==> src/rtl/pwm_timer_out.sv <==
// pwm_timer_out: output stage of the PWM/timer block.
// Consumes the shared 16-bit counter from main_counter and produces the
// registered PWM waveform, the sticky interrupt flag and the one-shot done level.
// Optional feature macro: PWM_TIMER_OUT_PWM_IRQ_EN (adds an end-of-period irq
// in PWM mode). Without it, irq is raised by timer matches only.
module pwm_timer_out (
  input  logic        slow_clk,
  input  logic        rst,
  input  logic        sw_rst,
  input  logic        counter_en,
  input  logic        mode,
  input  logic        timer_mode,
  input  logic        irq_en,
  input  logic        irq_clr,
  input  logic [15:0] period_reg,
  input  logic [15:0] duty_reg,
  input  logic [15:0] counter,
  output logic        pwm_out,
  output logic        irq,
  output logic        timer_done
);

  typedef enum logic [1:0] {
    IDLE = 2'd0,
    RUN  = 2'd1,
    DONE = 2'd2
  } state_t;

  state_t      state_q;
  logic [15:0] duty_sh_q;
  logic        pwm_q;
  logic        irq_q;
  logic        done_q;

  logic        any_rst;
  logic        period_nz;
  logic        pwm_active;
  logic        timer_active;
  logic        duty_load;
  logic        timer_match;
  logic        timer_set;
  logic        pwm_set;
  logic        irq_set;

  // Decode the per-cycle conditions shared by the shadow, PWM and timer logic.
  always_comb begin
    any_rst      = rst | sw_rst;
    period_nz    = (period_reg != '0);
    pwm_active   = counter_en & mode;
    timer_active = counter_en & ~mode;
    duty_load    = ~counter_en | (mode & (counter == '0));
    timer_match  = (state_q == RUN) & timer_active & period_nz & (counter == period_reg);
    timer_set    = timer_match & irq_en;
`ifdef PWM_TIMER_OUT_PWM_IRQ_EN
    pwm_set      = pwm_active & period_nz & irq_en & (counter == (period_reg - 16'd1));
`else
    pwm_set      = 1'b0;
`endif
    irq_set      = timer_set | pwm_set;
  end

  // Duty shadow: reloads while stopped or at the start of each PWM period.
  always_ff @(posedge slow_clk) begin
    if (any_rst) begin
      duty_sh_q <= '0;
    end else if (duty_load) begin
      duty_sh_q <= duty_reg;
    end
  end

  // Registered PWM compare against the shadowed duty value.
  always_ff @(posedge slow_clk) begin
    if (any_rst) begin
      pwm_q <= 1'b0;
    end else begin
      pwm_q <= pwm_active & period_nz & (counter < duty_sh_q);
    end
  end

  // Sticky interrupt flag: a set in the same cycle as a clear wins.
  always_ff @(posedge slow_clk) begin
    if (any_rst) begin
      irq_q <= 1'b0;
    end else if (irq_set) begin
      irq_q <= 1'b1;
    end else if (irq_clr) begin
      irq_q <= 1'b0;
    end
  end

  // Timer FSM with registered timer_done level.
  always_ff @(posedge slow_clk) begin
    if (any_rst) begin
      state_q <= IDLE;
      done_q  <= 1'b0;
    end else if (!timer_active) begin
      state_q <= IDLE;
      done_q  <= 1'b0;
    end else begin
      case (state_q)
        IDLE: begin
          state_q <= RUN;
        end
        RUN: begin
          if (timer_match && !timer_mode) begin
            state_q <= DONE;
            done_q  <= 1'b1;
          end
        end
        DONE: begin
          done_q <= 1'b1;
        end
        default: begin
          state_q <= IDLE;
          done_q  <= 1'b0;
        end
      endcase
    end
  end

  assign pwm_out    = pwm_q;
  assign irq        = irq_q;
  assign timer_done = done_q;

endmodule

==> config.mk <==
export PLATFORM = sky130hd
export DESIGN_NAME = pwm_timer_out
export DESIGN_NICKNAME = d
export VERILOG_FILES = /design/src/rtl/pwm_timer_out.sv
export SDC_FILE = /design/constraint.sdc
export NUM_CORES = 1
export LEC_CHECK = 0
export ABC_AREA = 1
export CAP_MARGIN = 0
export CORE_MARGIN = 1.5
export CORE_UTILIZATION = 35
export CTS_CLUSTER_SIZE = 30
export DETAILED_ROUTE_END_ITERATION = 10
export GPL_TIMING_DRIVEN = 1
export HOLD_SLACK_MARGIN = 0.15
export SYNTH_ARGS = -nofsm -noshare
export SYNTH_HDL_FRONTEND = slang
export SYNTH_SLANG_ARGS = --single-unit
==> constraint.sdc <==
create_clock -name slow_clk -period 2.6 [get_ports slow_clk]
set_input_delay 0.52 -clock slow_clk [delete_from_list [all_inputs] [get_ports slow_clk]]
set_output_delay 0.52 -clock slow_clk [all_outputs]
set_load 0.01 [all_outputs]
; ---- Yosys cells after proc, flatten, opt, wreduce, memory -nomap -nowiden
; Cells that the tools add are included.
[totals]
ff_bits = 21
in_bits = 56
wordCells = 41
[op_classes]
order_cmp = 1
eq_ne = 4
mux = 6
n_bitwise = 16
reduce_logical = 9
[ops]
columns = op, n
row1 = 16-bit equality test, 1
row2 = 16-bit zero test, 1
row3 = 16-bit < comparator, 1
row4 = 16-bit nonzero test, 1
row5 = 1-bit AND, 9
row6 = 2-bit one-hot mux with 3 select lines, 1
row7 = 1-bit inverter, 5
row8 = 2-bit AND reduction, 2
row9 = 1-bit 2-to-1 mux, 3
row10 = 1-bit one-hot mux with 3 select lines, 1
row11 = "2-bit by 1-bit equality test with 1-bit output, second input constant", 1
row12 = "2-bit equality test, second input constant", 1
row13 = 2-bit zero test, 1
row14 = 2-bit 2-to-1 mux, 1
row15 = "2-bit by 1-bit != test with 1-bit output, second input constant", 1
row16 = 1-bit bitwise OR, 2
row17 = 2-bit nonzero test, 1
row18 = 2-bit OR reduction, 1
row19 = 1-bit logical AND, 1
row20 = 1-bit zero test, 1

; ---- Logic depth before layout (Yosys ltp)
[depth]
depth_word = 8
ltp_mapped = 11
mapped_depth_nobuf = 11

; ---- Worst setup path before layout
; Ideal clock, no wire load.
[synth_path]
kind = input-to-reg
from = input port counter[1]
to = register duty_sh_q[0]
arrival_time_ns = 1.347
setup_slack_ns = 1.140
path_stages = 9
n_path_buf = 1
cell_sequence = inv_1 -> nand4_1 -> nor3_1 -> nand4_1 -> nand2_2 -> inv_2 -> buf_6 -> nor2_2 -> nor2_1
[synth_between]
elab_chain_len = 3
[synth_rtl]
columns = element, line
row1 = from (decl), 17  ; input logic [15:0] counter,
row2 = 16-bit zero test, 51  ; duty_load = ~counter_en | (mode & (counter == '0));
row3 = 1-bit AND, 51
row4 = 1-bit bitwise OR, 51
row5 = to (signal assigned), 67  ; duty_sh_q <= duty_reg;
row6 = to (decl), 30  ; logic [15:0] duty_sh_q;
; Every way passes these cells.
; A chain may end at the register's enable or synchronous reset.

; ---- Worst setup path after layout
[layout_path]
from = input port counter[7]
to = register done_q (netlist: timer_done)
[layout_between]
elab_chain_len = 5
[layout_rtl]
columns = element, line
row1 = 16-bit equality test, 52  ; timer_match = (state_q == RUN) & timer_active & period_nz & (counter == period_reg);
row2 = 1-bit AND, 52
row3 = 1-bit logical AND, 105  ; if (timer_match && !timer_mode) begin
row4 = 2-bit by 1-bit != test with 1-bit output (no line), --
row5 = 2-bit AND reduction (no line), --
row6 = to (signal assigned), 107  ; done_q <= 1'b1;
row7 = to (signal assigned), 111  ; done_q <= 1'b1;
row8 = to (signal assigned), 115  ; done_q <= 1'b0;
row9 = to (decl), 33  ; logic done_q;
; Every way passes these cells.

==> flow_summary.toml <==
[setup_path]
critPathKind = "input pin to flop"
start_kind = "input pin"
cp-end-kind = "flop"
endpoint = "timer_done$_SDFFE_PP0P_"
rr_worst_depth = 11
startpoint = "counter[7]"
required_ns = 2.76
r2r_start = "state_q[1]$_SDFFE_PP0P_"
worst-path-max-fanout = 6
ff2ff_setup_slack_ns = 1.00
r2r_end = "timer_done$_SDFFE_PP0P_"
crit_arrival_ns = 2.03

[yosys]
synthCells = 289
netlist_area_mm2 = 0.00172
ys_warn_count = 0
synth_edf_count = 0
synth_flop_cell = "dfxtp_1"
synth_area_leaders = "dfxtp_1 (24%), nand2_1 (15%), ha_1 (15%)"
yosysUniqueCellTypes = 19
synth.most_common_cell = "nand2_1"
postSynthAreaPerCell_um2 = 5.94
synth_nets = 365
synthTopCellsByCount = "nand2_1 (69), inv_1 (62), nor2_1 (49)"
ys_seq_area_share_pct = 24.5
synthArstFlopShare_pct = 0
synth_top_area_share_pct = 24.5
synth_top_area_cell = "dfxtp_1"
synth-seq-cells = 21

[grt]
grt_pass1_wl_um = 6990
overflow = 0
grt_pass1_vias = 1641
grt_max_degree = 17
antenna_found_initial = 0
grt_usage_pct = 16.4

[placed_design]
place_area_mm2 = 0.00237
pre_cts_slack_ns = 0.458
dpl.hpwl_um = 3420
portBuffers = 58
finalWeightedCongestion = 0.808

[sta]
fin_crit_sh_pct = 71.9
relSlewSlack_pct = 76.0
skew_ns = 0.00970
final_hold_viol_count = 0
finalSetupTns_ns = 0
maxSlewViolCount = 0
finalSetupViolCount = 0
whs_ns = 0.474
rsz0062_at_grt = "false"
tightest_slew_ns = 0.359
fin_crit_ns = 1.87
finalWorstSetupSlack_ns = 0.730
fmax_mhz = 535

[routing]
drtIter0Drc = 41
wl_per_cell_um = 9.91
drtAntennaViolNets = 0
drt_wl_total_um = 4130
drc = 0
vias = 1776
drt_pre_antenna_iters = 4
via_per_inst = 4.26

[cells_and_area]
layout-drive-gt1-share_pct = 6.00
final_core_util_pct = 51.3
diodes = 0
syn_to_final_growth_pct = 41.1
nets = 427
design_area_mm2 = 0.00242

[die]
dieWidth_um = 73.0
initial_core_util_pct = 36.3
fp.dieArea_mm2 = 0.00533
fp.dieH_um = 73.0
core-area_mm2 = 0.00472
num_io_pins = 59
core.rowCount = 25

[cts]
clock-root-buffer = "clkbuf_8"
cts.clk_slew.worst_paths_ns = 0.08
cts_htree_levels = 1
cts-resized-gates = 0
cts_tree = "yes"
post_cts_buffers = 0
cts_hold_buffers = 0
clock_sinks = 21
worstSkewPairLatency_ns = 0.27
clockBufferDepth = 2
cts_buffers = 3

[job]
drv_cap = 0

[power_and_ir_drop]
total_leakage_power_uw = 0.00117
switching_share_pct = 29.0
intPower_uw = 567
vdd_drop_max_uv = 216
seq_power_share_pct = 42.3
p_per_area_mw_per_mm2 = 330
p_comb_share_pct = 29.4
clkPwrFrac_pct = 28.2
power_switching_uw = 232

[status]
status = "finished clean"

[min_path]
min_from = "irq$_SDFFE_PP0P_"
hold_class = "flop to flop"
[worst max-delay path, cell delays in order]
cell             delay [ns]
clkdlybuf4s50_1        0.55
inv_1                  0.06
nand2_1                0.07
nand2_1                0.06
nor2_1                 0.09
nand2_1                0.07
nor2_1                 0.16
nand4_1                0.13
nand2_2                0.13
nand3_1                0.08
nand2_1                0.06
nor2_1                 0.03
[cell usage in the layout, fill, tap and decap left out, drive strengths merged, types with 3 or more instances in the layout]
cell type,instances
clkdlybuf4s50,58
dfxtp,21
nor3,3
ha,20
inv,65
nand3,10
nor2,59
nand4,6
o21ai,20
nand2,71
clkbuf,3
a21oi,9
[per-layer routing]
metal  vias up  track usage (%)  wire length (um)
li1       1003                -                 -
met1       734             22.3              2090
met2        39             27.4              1870
met3         0             3.31               167
met4         0             2.10                 0
met5         -                0                 0
[worst min-delay path by stage]
stage | slack (ns) | cells after the start | to
floorplan | 0.46 | 2 | duty_sh_q[12]$_SDFFE_PP0P_
global placement | 0.46 | 2 | irq$_SDFFE_PP0P_
detailed placement | 0.46 | 2 | irq$_SDFFE_PP0P_
CTS | 0.48 | 2 | irq$_SDFFE_PP0P_
global route | 0.52 | 2 | duty_sh_q[5]$_SDFFE_PP0P_
finish | 0.47 | 2 | irq$_SDFFE_PP0P_
[cell families (layout without fill, tap and decap cells)]
logic type      after synthesis  in the layout  synth area share, %
buf+inv                      68            129                 15.5
compound gates               31             31                 9.26
fa+ha+maj                    20             20                 14.6
simple gates                149            149                 36.2
flops                        21             21                 24.5
[state kept, by name, indices dropped and copies added (netlist names)]
register,cells
irq,1
state_q,2
pwm_out,1
timer_done,1
duty_sh_q,16
[area by class of cell]
class | count | area [um2]
clock buffers | 3 | 41.3
multi-input cells | 200 | 1030
repair buffers | 60 | 596
flip-flops and latches | 21 | 420
fillers | 500 | 2300
clock inverters | 1 | 7.51
inverters | 65 | 244
well taps | 67 | 83.8
[through the flow]
step	total power [uW]	instances
after floorplan	458	289
after global placement	581	413
after detailed placement	582	413
after CTS	811	417
after global routing	861	417
final	799	417
[power by group through the flow]
stage,logic (uW),registers [uW],clock network (uW)
2_1_floorplan,113,345,0
3_3_place_gp,235,346,0
3_5_place_dp,236,346,0
4_1_cts,238,339,234
5_1_grt,268,340,253
6_report,235,338,226
No activity file was read; power rests on OpenSTA's default activity.
